<file path="src/rtl/rs232_pkg.sv">
// Shared definitions for the rs232 transmit path: drain FSM states and
// the line-ending characters used by the optional CR/LF expansion.
package rs232_pkg;

   typedef enum logic [1:0] {
      IDLE  = 2'd0,
      SEND  = 2'd1,
      GUARD = 2'd2
   } drain_state_e;

   localparam logic [7:0] CHAR_CR = 8'h0D;
   localparam logic [7:0] CHAR_LF = 8'h0A;

endpackage

</file>
<file path="src/rtl/rs232out_fifo_sync_fifo.sv">
// Generic synchronous FIFO (module sync_fifo): unreset storage array with
// registered pointers, occupancy counter, full and empty flags.
module sync_fifo #(
   parameter int WIDTH      = 8,
   parameter int LOG2_DEPTH = 4
) (
   input  logic                  clk,
   input  logic                  rst,
   input  logic                  push_i,
   input  logic                  pop_i,
   input  logic [WIDTH-1:0]      wdata_i,
   output logic [WIDTH-1:0]      rdata_o,
   output logic [LOG2_DEPTH:0]   level_o,
   output logic                  full_o,
   output logic                  empty_o
);

   localparam int DEPTH = 1 << LOG2_DEPTH;
   localparam logic [LOG2_DEPTH:0] DEPTH_L = (LOG2_DEPTH+1)'(DEPTH);

   logic [WIDTH-1:0]      mem_q [DEPTH];
   logic [LOG2_DEPTH-1:0] wr_ptr_q, wr_ptr_d;
   logic [LOG2_DEPTH-1:0] rd_ptr_q, rd_ptr_d;
   logic [LOG2_DEPTH:0]   level_q, level_d;
   logic                  full_q, full_d;
   logic                  empty_q, empty_d;
   logic                  do_push, do_pop;

   // A push while full is dropped even if a pop happens in the same cycle.
   assign do_push = push_i && !full_q;
   assign do_pop  = pop_i && !empty_q;

   always_comb begin
      wr_ptr_d = wr_ptr_q;
      rd_ptr_d = rd_ptr_q;
      level_d  = level_q;
      if (do_push) wr_ptr_d = wr_ptr_q + 1'b1;
      if (do_pop)  rd_ptr_d = rd_ptr_q + 1'b1;
      case ({do_push, do_pop})
         2'b10:   level_d = level_q + 1'b1;
         2'b01:   level_d = level_q - 1'b1;
         default: level_d = level_q;
      endcase
      full_d  = (level_d == DEPTH_L);
      empty_d = (level_d == '0);
   end

   always_ff @(posedge clk) begin
      if (do_push) mem_q[wr_ptr_q] <= wdata_i;
   end

   always_ff @(posedge clk) begin
      if (rst) begin
         wr_ptr_q <= '0;
         rd_ptr_q <= '0;
         level_q  <= '0;
         full_q   <= 1'b0;
         empty_q  <= 1'b1;
      end else begin
         wr_ptr_q <= wr_ptr_d;
         rd_ptr_q <= rd_ptr_d;
         level_q  <= level_d;
         full_q   <= full_d;
         empty_q  <= empty_d;
      end
   end

   assign rdata_o = mem_q[rd_ptr_q];
   assign level_o = level_q;
   assign full_o  = full_q;
   assign empty_o = empty_q;

endmodule

</file>
<file path="src/rtl/rs232out_fifo.sv">
// Transmit queue between the rs232 bridge and the rs232out serializer.
// Define RS232OUT_FIFO_CRLF_EN to expand each LF into CR followed by LF.
module rs232out_fifo
   import rs232_pkg::*;
#(
   parameter int LOG2_DEPTH = 4
) (
   input  logic                clock,
   input  logic                rst,
   input  logic                in_w,
   input  logic [7:0]          in_d,
   output logic                in_busy,
   output logic                out_we,
   output logic [7:0]          out_d,
   input  logic                out_busy,
   output logic [LOG2_DEPTH:0] level,
   output logic                overflow
);

   drain_state_e state_q, state_d;
   logic [7:0]   head;
   logic [7:0]   tx_byte;
   logic [7:0]   out_d_q;
   logic         fifo_full, fifo_empty;
   logic         pop;
   logic         emit_cr;
   logic         overflow_q;

   sync_fifo #(
      .WIDTH      (8),
      .LOG2_DEPTH (LOG2_DEPTH)
   ) u_fifo (
      .clk     (clock),
      .rst     (rst),
      .push_i  (in_w),
      .pop_i   (pop),
      .wdata_i (in_d),
      .rdata_o (head),
      .level_o (level),
      .full_o  (fifo_full),
      .empty_o (fifo_empty)
   );

`ifdef RS232OUT_FIFO_CRLF_EN
   logic cr_flag_q;

   // First visit to an LF head sends CR and leaves the LF queued.
   assign emit_cr = (head == CHAR_LF) && !cr_flag_q;

   always_ff @(posedge clock) begin
      if (rst)                  cr_flag_q <= 1'b0;
      else if (state_q == SEND) cr_flag_q <= emit_cr;
   end
`else
   assign emit_cr = 1'b0;
`endif

   assign tx_byte = emit_cr ? CHAR_CR : head;

   always_ff @(posedge clock) begin
      if (rst) state_q <= IDLE;
      else     state_q <= state_d;
   end

   always_comb begin
      state_d = state_q;
      case (state_q)
         IDLE:    if (!fifo_empty && !out_busy) state_d = SEND;
         SEND:    state_d = GUARD;
         GUARD:   state_d = IDLE;
         default: state_d = IDLE;
      endcase
   end

   always_comb begin
      out_we = (state_q == SEND);
      pop    = (state_q == SEND) && !emit_cr;
   end

   // Byte is captured on entry to SEND so out_d is a clean register output.
   always_ff @(posedge clock) begin
      if (rst)                                    out_d_q <= '0;
      else if (state_q == IDLE && state_d == SEND) out_d_q <= tx_byte;
   end

   always_ff @(posedge clock) begin
      if (rst)                    overflow_q <= 1'b0;
      else if (in_w && fifo_full) overflow_q <= 1'b1;
   end

   assign out_d    = out_d_q;
   assign in_busy  = fifo_full;
   assign overflow = overflow_q;

endmodule

</file>
<file path="config.mk">
export PLATFORM = sky130hd
export DESIGN_NAME = rs232out_fifo
export DESIGN_NICKNAME = d
export VERILOG_FILES = /design/src/rtl/rs232_pkg.sv /design/src/rtl/rs232out_fifo_sync_fifo.sv /design/src/rtl/rs232out_fifo.sv
export SDC_FILE = /design/constraint.sdc
export NUM_CORES = 1
export LEC_CHECK = 0
export BUFFER_PORTS_ARGS = -buffer_cell sky130_fd_sc_hd__buf_4
export CAP_MARGIN = 20
export CORE_ASPECT_RATIO = 0.9
export CORE_MARGIN = 2
export CORE_UTILIZATION = 55
export DETAILED_ROUTE_END_ITERATION = 7
export PLACE_DENSITY_LB_ADDON = 0.08
export SYNTH_ARGS = -nofsm -noshare
export SYNTH_HDL_FRONTEND = slang
export SYNTH_HIERARCHICAL = 1
export SYNTH_SLANG_ARGS = --single-unit
</file>
<file path="constraint.sdc">
create_clock -name clock -period 2.19 [get_ports clock]
set_input_delay 0.219 -clock clock [delete_from_list [all_inputs] [get_ports clock]]
set_output_delay 0.219 -clock clock [all_outputs]
set_load 0.05 [all_outputs]
</file>
==> results of run 1 <==
==> routing by layer <==
metal | global-route usage (%) | vias up | share of wire, %
met3 | 3.916 | 12 | 4.8
met5 | 0 | - | 0
met1 | 29.88 | 1612 | 47
met2 | 30.28 | 72 | 46
li1 | - | 1481 | -
met4 | 6.799 | 0 | 1.2
==> power by group through the flow <==
stage | clock network (uW) | registers, uW | logic (uW)
after floorplan | 0 | 3440 | 198
after global placement | 0 | 3390 | 372
after detailed placement | 0 | 3400 | 378
after CTS | 2920 | 3330 | 382
after global routing | 3060 | 3340 | 423
final | 2870 | 3330 | 393
==> worst register-to-register path: stages (launching register included) <==
cell	delay [ns]
dfxtp_2	0.33
nor2b_4	0.17
nand2b_4	0.09
clkinv_4	0.07
nand2_4	0.04
xnor2_1	0.12
ha_1	0.33
nor3b_2	0.22
or3b_4	0.40
a22oi_2	0.21
and4bb_1	0.20
==> worst min path at each step <==
stage,startpoint,end,slack [ns],cells after the start
5_1_grt,in_w,overflow$_SDFFE_PP0P_,0.05,3
3_5_place_dp,out_d[0]$_SDFFE_PP0P_,out_d[0]$_SDFFE_PP0P_,0.46,2
6_report,in_w,overflow$_SDFFE_PP0P_,0.05,3
2_1_floorplan,in_d[0],u_fifo/mem_q[0][0]$_DFFE_PP_,0.32,0
4_1_cts,in_w,overflow$_SDFFE_PP0P_,0.03,3
3_3_place_gp,overflow$_SDFFE_PP0P_,overflow$_SDFFE_PP0P_,0.45,2
==> stage by stage <==
stage	utilization, %	area (um^2)
after CTS	65.67	7448
after detailed placement	60.39	6849
after global placement	60.39	6849
after global routing	66.23	7512
after floorplan	-	6387
final	66.23	7512
==> cells in the final DEF (no fill, tap or decap), drive strengths merged, types with 2 or more instances in the layout <==
cell type  synthesis  routed
clkinvlp           0       2
ha                 7       7
nand2b            19      19
o21ai              2       2
nor2              29      29
nor3b              2       2
a21oi              7       7
clkinv             1       9
nor3               6       6
buf               14      59
dfxtp             30      30
o22ai              2       2
mux4              40      40
clkbuf             6      17
inv                4       7
bufinv             0       2
xor2               6       6
nand4              2       2
nor2b              4       4
nand2             11      11
xnor2              5       5
edfxtp           128     128
mux2i              9       9
==> state kept, by name, indices dropped and copies added, names as in the netlist, named ones only <==
name	count
u_fifo/mem_q	128
out_d	8
u_fifo/level_o	5
u_fifo/rd_ptr_q	4
u_fifo/wr_ptr_q	4
state_q	2
overflow	1
u_fifo/empty_o	1
u_fifo/full_o	1
==> final cells by class <==
class	count	area share, %
flip-flops and latches	158	59.23
inverters	5	0.3165
repair buffers	59	6.229
multi-input cells	164	23.80
well taps	156	2.598
clock inverters	15	2.165
clock buffers	17	5.663
==> repair_timing <==
action                     CTS  global route
gates resized for setup      2             3
setup buffers                0             8
setup endpoints to repair    1             2
hold buffers                 0             0
pin swaps                    0             3
==> cells by family after synthesis <==
family / after synthesis
AO/OA/AOI/OAI: 16
AND/OR/NAND/NOR: 81
XOR/XNOR: 11
flip-flops: 158
buffers and inverters: 25
adder cells (fa/ha/maj): 7
multiplexers: 49
==> flow_summary.toml, run 1 <==
[outcome]
status = "finished, violations left"
violations = "negative setup slack"

[synth]
synthSimpleGateAreaFrac_pct = 6.787
yosys.area.top_type = "edfxtp_1"
synthTopCellsByArea = "edfxtp_1 (60%), dfxtp_1 (9.4%), mux4_2 (9.2%)"
synthCells = 347
synth.top_cells.by_count = "edfxtp_1 (128), dfxtp_1 (30), nor2_1 (29)"
synth-adder-area-share_pct = 1.377
yosys.area.top_type_share_pct = 60.44
ys_types = 41
synthXorXnorAreaFrac_pct = 1.515
syn_nets = 366
synthesis.area_mm2 = 0.006360
synth_most_common_cell = "edfxtp_1"
synth_warnings = 6
ys_ff_latch = 158
synth_area_per_cell_um2 = 18.33
synth_edf_count = 128
synth_top_family_by_area = "multiplexers"
synth.area.mux_share_pct = 16.41
ys_seq_area_share_pct = 69.88
synth_compound_area_share_pct = 1.495
async_reset_ff_share_pct = 0
synth_top_flop_cell = "edfxtp_1"

[timing]
tns_ns = -0.06595
fin_skew_ns = 0.01015
rsz0062_at_grt = "true"
final.min_clock_period_ns = 2.241
setup_viol = 2
fin_crit_sh_pct = 102.3
relSlewSlack_pct = 71.22
worst_pin_slew_ns = 0.4311
finalWorstSetupSlack_ns = -0.05102
report.final.slew_viol_count = 0
whs_ns = 0.04625
fmax_ghz = 0.4462
hold_viol = 0

[final_layout]
fillers = 776
seq_area_mm2 = 0.004449
drive_gt1_share_pct = 31.34
nets = 424
multi_input_area_mm2 = 0.001788
antennaDiodeCount = 0
syn2layout_area_growth_pct = 18.12
fin_cells = 574

[pwr]
vdd_drop_max_uv = 967.5
seq_power_share_pct = 50.5
netSwitchingPower_uw = 1439
finalPower_uw = 6593
total_leakage_power_uw = 0.002557
internal_power_uw = 5154
p_per_area_mw_per_mm2 = 877.6
switching_share_pct = 21.83
comb_power_share_pct = 6.0
clock_power_share_pct = 43.5

[grt]
grt_pass1_vias = 3106
grt_pass1_wl_um = 18000
track_usage_pct = 20.07
grt-ovfl-total = 0
antenna_found_initial = 0
grt_start_max_net_pins = 39

[routing]
dr.pass1.iters = 4
via_per_inst = 5.535
num_vias = 3177
drc = 0
ant_nets = 0
drt_wl_total_um = 11730
drt_iter0_markers = 294
avgRoutedWirePerCell_um = 20.44

[worst_setup_path]
crit_required_ns = 2.54
crit_path_end_kind = "register"
crit_path_end = "u_fifo/full_o$_SDFF_PP0_"
slowest_stage = "or3b_4"
cp-startpoint = "state_q[0]$_SDFF_PP0_"
r2r-start = "state_q[0]$_SDFF_PP0_"
critPathMaxStageDelay_ns = 0.40
rr_endpoint = "u_fifo/full_o$_SDFF_PP0_"
critical_path_class = "register to register"
cp_cell_sequence = "nor2b_4 > nand2b_4 > clkinv_4 > nand2_4 > xnor2_1 > ha_1 > nor3b_2 > or3b_4 > a22oi_2 > and4bb_1"
startpoint_type = "register"
crit_family = "simple AND/OR/NAND/NOR gates"
rr_worst_depth = 10
r2r_slack_ns = -0.05
path_max_fanout = 4
crit_cells = 10
path_buf_inv = 1
critPathArrivalTime_ns = 2.59

[clocking]
cts_tree = "done"
numCtsBuffers = 17
ctsLongestPathBuffers = 2
clockRootBuffer = "clkbuf_16"
clk_latency_ns = 0.41
clock-sinks = 158
h-tree-depth = 4
clk_pin_slew_ns = 0.07

[floorplanning]
dieArea_mm2 = 0.01244
rows = 37
io_pins = 28
start_util_pct = 56.07
chipWidth_um = 117.4
die_height_um = 106.0
core_area_mm2 = 0.01134

[placement]
pre_cts_ws_ns = 0.006238
place_hpwl_um = 7578
place.gp.congestion = 0.8491
io_buffers = 27
place_inst = 534

[worst_hold_path]
min_path_type = "input pin to register"

[flow_run]
maxCapViolations = 0
Note: power is estimated with default switching activity, not from simulation.
==> run 2: changes to the inputs <==
--- a/config.mk
+++ b/config.mk
@@ -5,6 +5,7 @@
 export SDC_FILE = /design/constraint.sdc
 export NUM_CORES = 1
 export LEC_CHECK = 0
+export ABC_AREA = 1
 export BUFFER_PORTS_ARGS = -buffer_cell sky130_fd_sc_hd__buf_4
 export CAP_MARGIN = 20
 export CORE_ASPECT_RATIO = 0.9
==> run 2 against run 1 <==
The flow now finishes without violations. Clock skew down 0.0033 ns. Die area grew 4.6%. Via count increased by 32%. Critical endpoint is now u_fifo/level_o[4]$_SDFF_PP0_.
==> flow_summary.toml, run 2 <==
[outcome]
status = "finished clean"

[worst_setup_path]
crit_path_end_kind = "register"
path_max_fanout = 5
crit_required_ns = 2.51
critical_path_class = "register to register"
critPathArrivalTime_ns = 2.36
startpoint_type = "register"
r2r_slack_ns = 0.16

[routing]
drc = 0
num_vias = 4185
avgRoutedWirePerCell_um = 17.55
drt_wl_total_um = 13650
drt_iter0_markers = 400
dr.pass1.iters = 5
via_per_inst = 5.379
ant_nets = 0

[synth]
synthTopCellsByArea = "edfxtp_1 (58%), dfxtp_1 (9.0%), mux2i_1 (4.8%)"
synth_edf_count = 128
synthCells = 556
synth_warnings = 6
ys_ff_latch = 158
synth_top_flop_cell = "edfxtp_1"
yosys.area.top_type = "edfxtp_1"
yosys.area.top_type_share_pct = 57.70
synth.top_cells.by_count = "edfxtp_1 (128), inv_1 (69), a21oi_1 (50)"
synth_most_common_cell = "edfxtp_1"
ys_seq_area_share_pct = 66.72
synthesis.area_mm2 = 0.006661
ys_types = 30
synth_area_per_cell_um2 = 11.98
async_reset_ff_share_pct = 0
syn_nets = 575

[timing]
finalWorstSetupSlack_ns = 0.1552
fmax_ghz = 0.4915
relSlewSlack_pct = 75.73
final.min_clock_period_ns = 2.035
fin_crit_sh_pct = 92.91
report.final.slew_viol_count = 0
tns_ns = 0
setup_viol = 0
fin_skew_ns = 0.006851
hold_viol = 0
worst_pin_slew_ns = 0.3641

[final_layout]
antennaDiodeCount = 0
regMostFlops = "u_fifo/mem_q"
layout.cells.most_common = "edfxtp_1"
design_area_mm2 = 0.007699
largest_reg_flops = 128
layout_common_cells = "edfxtp_1 (128), inv_1 (68), buf_4 (55)"
drive_gt1_share_pct = 18.12
fillers = 940
syn2layout_area_growth_pct = 15.57
nets = 624
final_util_pct = 64.51

[worst_hold_path]
min_path_type = "input pin to register"

[floorplanning]
rows = 38
core_area_mm2 = 0.01193
die_height_um = 108.4
io_pins = 28
dieArea_mm2 = 0.01301
chipWidth_um = 120.0
start_util_pct = 55.82

[pwr]
vdd_drop_max_uv = 653.2
comb_power_share_pct = 7.9
internal_power_uw = 5135
switching_share_pct = 22.34
total_leakage_power_uw = 0.002783
clock_power_share_pct = 41.4
seq_power_share_pct = 50.7
netSwitchingPower_uw = 1477
p_per_area_mw_per_mm2 = 858.8

[grt]
grt_start_max_net_pins = 46
grt_busiest_layer = "met2"
met3_usage_pct = 6.276
grt_pass1_wl_um = 21450
grt_pass1_vias = 3946
globalRouteMet2Util_pct = 33.12
track_usage_pct = 22.82
grt-ovfl-total = 0
grtUsageMet1_pct = 32.99
antenna_found_initial = 0

[placement]
place_hpwl_um = 8812
place.gp.congestion = 0.7704
io_buffers = 27
dpl_cell_area_mm2 = 0.007119
pre_cts_ws_ns = 0.1254

[clocking]
cts_tree = "done"
clock-sinks = 158
clk_latency_ns = 0.43
numCtsBuffers = 17
clockRootBuffer = "clkbuf_16"
ctsLongestPathBuffers = 2
clk_pin_slew_ns = 0.06
h-tree-depth = 4

[flow_run]
maxCapViolations = 0
run 2: worst max-delay path, cell delays in order (launching register included):
cell	delay [ns]
dfxtp_2	0.35
inv_1	0.08
nor2_4	0.12
inv_2	0.05
nor2_4	0.20
buf_4	0.15
ha_2	0.21
nand2_1	0.08
nand2_1	0.12
nand3_4	0.10
o21ai_2	0.15
nand3_1	0.09
nand2_1	0.08
nand2_2	0.06
nand2_2	0.07
inv_1	0.04
run 2: cell families after synthesis:
kind of cell,Yosys count,synth area share (%)
buffers and inverters,97,6.461
xor gates and xnor gates,1,0.1315
muxes,32,4.808
and+or+nand+nor,130,9.373
AOI/OAI and AO/OA,131,11.19
adders and majority gates,7,1.315
DFF,158,66.72
run 2: final timing paths:
check / cells past startpoint / end / startpoint
setup / recovery: 15 / u_fifo/level_o[4]$_SDFF_PP0_ / state_q[0]$_SDFF_PP0_
hold / removal: 3 / overflow$_SDFFE_PP0P_ / in_w
setup reg to reg: 15 / u_fifo/level_o[4]$_SDFF_PP0_ / state_q[0]$_SDFF_PP0_
hold reg to reg: 2 / overflow$_SDFFE_PP0P_ / overflow$_SDFFE_PP0P_
run 2: layout make-up:
type / instances / area (um^2) / area share, %
multi-input combinational: 301 / 1804 / 23.44
timing repair buffer: 56 / 432.9 / 5.623
clock inverter: 9 / 97.59 / 1.268
clock buffer: 23 / 447.9 / 5.818
sequential: 158 / 4449 / 57.79
tap: 160 / 200.2 / 2.600
inverter: 71 / 266.5 / 3.462
run 2: through the flow:
step | power [uW] | hold WS [ns] | cells
after detailed placement | 3933 | 0.4610 | 743
after global routing | 6851 | 0.05880 | 778
after global placement | 3924 | 0.4492 | 743
after CTS | 6651 | 0.04450 | 775
after floorplan | 3754 | 0.2906 | 556
final | 6611 | 0.05933 | 778
run 2: repair_timing:
| action | in CTS | in global routing |
|---|---|---|
| hold buffers | 0 | 0 |
| gates resized for setup | 0 | 4 |
| endpoints found under the hold margin | 0 | 0 |
| buffers inserted | 0 | 3 |
| endpoints found under the setup margin | 0 | 3 |
run 2: power by group through the flow:
stage	sequential (uW)	clock, uW	combinational, uW
final	3350	2740	525
after global routing	3360	2920	580
after CTS	3350	2780	523
after detailed placement	3410	0	520
after global placement	3410	0	514
after floorplan	3480	0	276
run 2: per-layer routing:
layer | wire (um) | vias up
met4 | 310 | 0
met2 | 6232 | 119
met1 | 6280 | 1977
li1 | - | 2065
met3 | 829 | 24
met5 | 0 | -
==> run 3: changes to the inputs <==
--- a/config.mk
+++ b/config.mk
@@ -8,11 +8,12 @@
 export ABC_AREA = 1
 export BUFFER_PORTS_ARGS = -buffer_cell sky130_fd_sc_hd__buf_4
 export CAP_MARGIN = 20
-export CORE_ASPECT_RATIO = 0.9
+export CORE_ASPECT_RATIO = 0.7
 export CORE_MARGIN = 2
 export CORE_UTILIZATION = 55
 export DETAILED_ROUTE_END_ITERATION = 7
 export PLACE_DENSITY_LB_ADDON = 0.08
+export RECOVER_POWER = 25
 export SYNTH_ARGS = -nofsm -noshare
 export SYNTH_HDL_FRONTEND = slang
 export SYNTH_HIERARCHICAL = 1
==> run 3 against run 2 <==
Flip-flop and latch count is the same. Worst hold slack gained 0.014 ns. Sequential power is essentially flat. Design area grew 0.31%. Largest cell class unchanged. Combinational power shrank 3%. Routed wire length grew 1.3%. Largest power group unchanged. Clock skew grew 0.0013 ns. Setup slack gained 0.014 ns. First-iteration DRC count shrank 18%. Fmax grew 0.69%.
==> flow_summary.toml, run 3 (same netlist as run 2, synthesis figures left out) <==
[outcome]
status = "finished clean"

[worst_setup_path]
r2r_slack_ns = 0.17
cp-startpoint = "state_q[0]$_SDFF_PP0_"
crit_required_ns = 2.55
critPathArrivalTime_ns = 2.38
crit_path_end_kind = "register"
r2r-start = "state_q[0]$_SDFF_PP0_"
startpoint_type = "register"
rr_endpoint = "u_fifo/empty_o$_SDFF_PP1_"
cp_cell_sequence = "inv_1 > nor2_4 > inv_2 > nor2_4 > buf_4 > nand3_2 > nand2_2 > inv_2 > ha_1 > o21ai_1 > nand2_1 > nor2_2 > nand3_2 > o21bai_2"
rr_worst_depth = 14
critPathMaxStageDelay_ns = 0.35
critical_path_class = "register to register"
path_max_fanout = 5
slowest_stage = "dfxtp_2"

[clocking]
numCtsBuffers = 17
clock-sinks = 158
cts_tree = "done"
hold_buffers = 0
clk_pin_slew_ns = 0.07
h-tree-depth = 4
ctsLongestPathBuffers = 2
clockRootBuffer = "clkbuf_16"
clk_latency_ns = 0.42

[routing]
drt_iter0_markers = 327
drt_wl_total_um = 13830
dr.pass1.iters = 5
num_vias = 4205
avgRoutedWirePerCell_um = 17.89
ant_nets = 0
drc = 0
via_per_inst = 5.440

[worst_hold_path]
hold-path-endpoint = "overflow$_SDFFE_PP0P_"
min_from = "in_w"
worstHoldPathCells = 3
min_path_type = "input pin to register"

[grt]
globalRouteMet2Util_pct = 31.69
grt_start_max_net_pins = 37
track_usage_pct = 22.33
grt_busiest_layer = "met1"
antenna_found_initial = 0
met3_usage_pct = 6.582
grtUsageMet1_pct = 33.49
grt-ovfl-total = 0
grt_pass1_vias = 3845
grt_pass1_wl_um = 21000

[timing]
relSlewSlack_pct = 41.55
fin_crit_sh_pct = 92.27
setup_viol = 0
fin_skew_ns = 0.008103
report.final.slew_viol_count = 0
final.min_clock_period_ns = 2.021
whs_ns = 0.07380
hold_viol = 0
rsz0062_at_grt = "false"
fmax_ghz = 0.4949
worst_pin_slew_ns = 0.8768
tns_ns = 0

[pwr]
vdd_drop_max_uv = 581.5
total_leakage_power_uw = 0.002773
finalPower_uw = 6823
p_per_area_mw_per_mm2 = 883.5

[final_layout]
fillers = 920
regMostFlops = "u_fifo/mem_q"
syn2layout_area_growth_pct = 15.93
seq_area_mm2 = 0.004449
drive_gt1_share_pct = 17.53
largest_reg_flops = 128
layout_common_cells = "edfxtp_1 (128), inv_1 (68), a21oi_1 (50)"
antennaDiodeCount = 0
layout.cells.most_common = "edfxtp_1"
nets = 622
multi_input_area_mm2 = 0.001797

[floorplanning]
rows = 33
chipWidth_um = 135.5
core_area_mm2 = 0.01177
dieArea_mm2 = 0.01302
io_pins = 28
die_height_um = 96.08
start_util_pct = 56.61

[placement]
io_buffers = 27
place.gp.congestion = 0.8875
place_hpwl_um = 9227

[flow_run]
maxCapViolations = 0
==> run 3: worst max path at each step <==
stage                              endpoint  slack [ns]
3_5_place_dp   u_fifo/level_o[4]$_SDFF_PP0_        0.12
2_1_floorplan  u_fifo/level_o[4]$_SDFF_PP0_        0.02
5_1_grt           u_fifo/empty_o$_SDFF_PP1_       0.004
6_report          u_fifo/empty_o$_SDFF_PP1_        0.17
3_3_place_gp   u_fifo/level_o[4]$_SDFF_PP0_        0.18
4_1_cts        u_fifo/level_o[4]$_SDFF_PP0_         0.1
==> run 3: area by class of cell <==
type	count	area share [%]
Multi-Input combinational cell	301	23.27
Inverter	71	3.451
Timing Repair Buffer	54	5.395
Tap cell	157	2.544
Sequential cell	158	57.62
Clock buffer	17	5.509
Clock inverter	15	2.220
==> run 3: power by group <==
| group | total (uW) | internal (uW) | switching, uW |
|---|---|---|---|
| clock network | 2970 | 1720 | 1250 |
| registers | 3350 | 3300 | 45.0 |
| logic | 508 | 162 | 345 |
==> run 3: routing by layer <==
layer  wire, um  up-vias
met4        133        0
met2       5968      114
met3        775       12
met1       6952     2021
met5          0        -
li1           -     2058
==> run 3: through the flow <==
stage | utilization [%] | cells | area (um^2) | setup WS (ns)
floorplan | - | 556 | 6669 | 0.02154
global placement | 60.62 | 739 | 7133 | 0.1799
detailed placement | 60.62 | 739 | 7133 | 0.1175
CTS | 65.69 | 771 | 7730 | 0.09679
global route | 65.62 | 773 | 7722 | 0.003999
finish | 65.62 | 773 | 7722 | 0.1693
==> run 3: timing repair <==
action	4_1_cts	5_1_grt
resized for setup	0	2
setup endpoints to repair	0	3
buffers inserted	0	2
==> run 3: worst max-delay path: cells and delay by family (launching register included) <==
family / cells / cell delay (ns)
simple gates: 7 / 0.78
flops: 1 / 0.35
buf+inv: 4 / 0.30
fa+ha+maj: 1 / 0.26
compound gates: 2 / 0.26
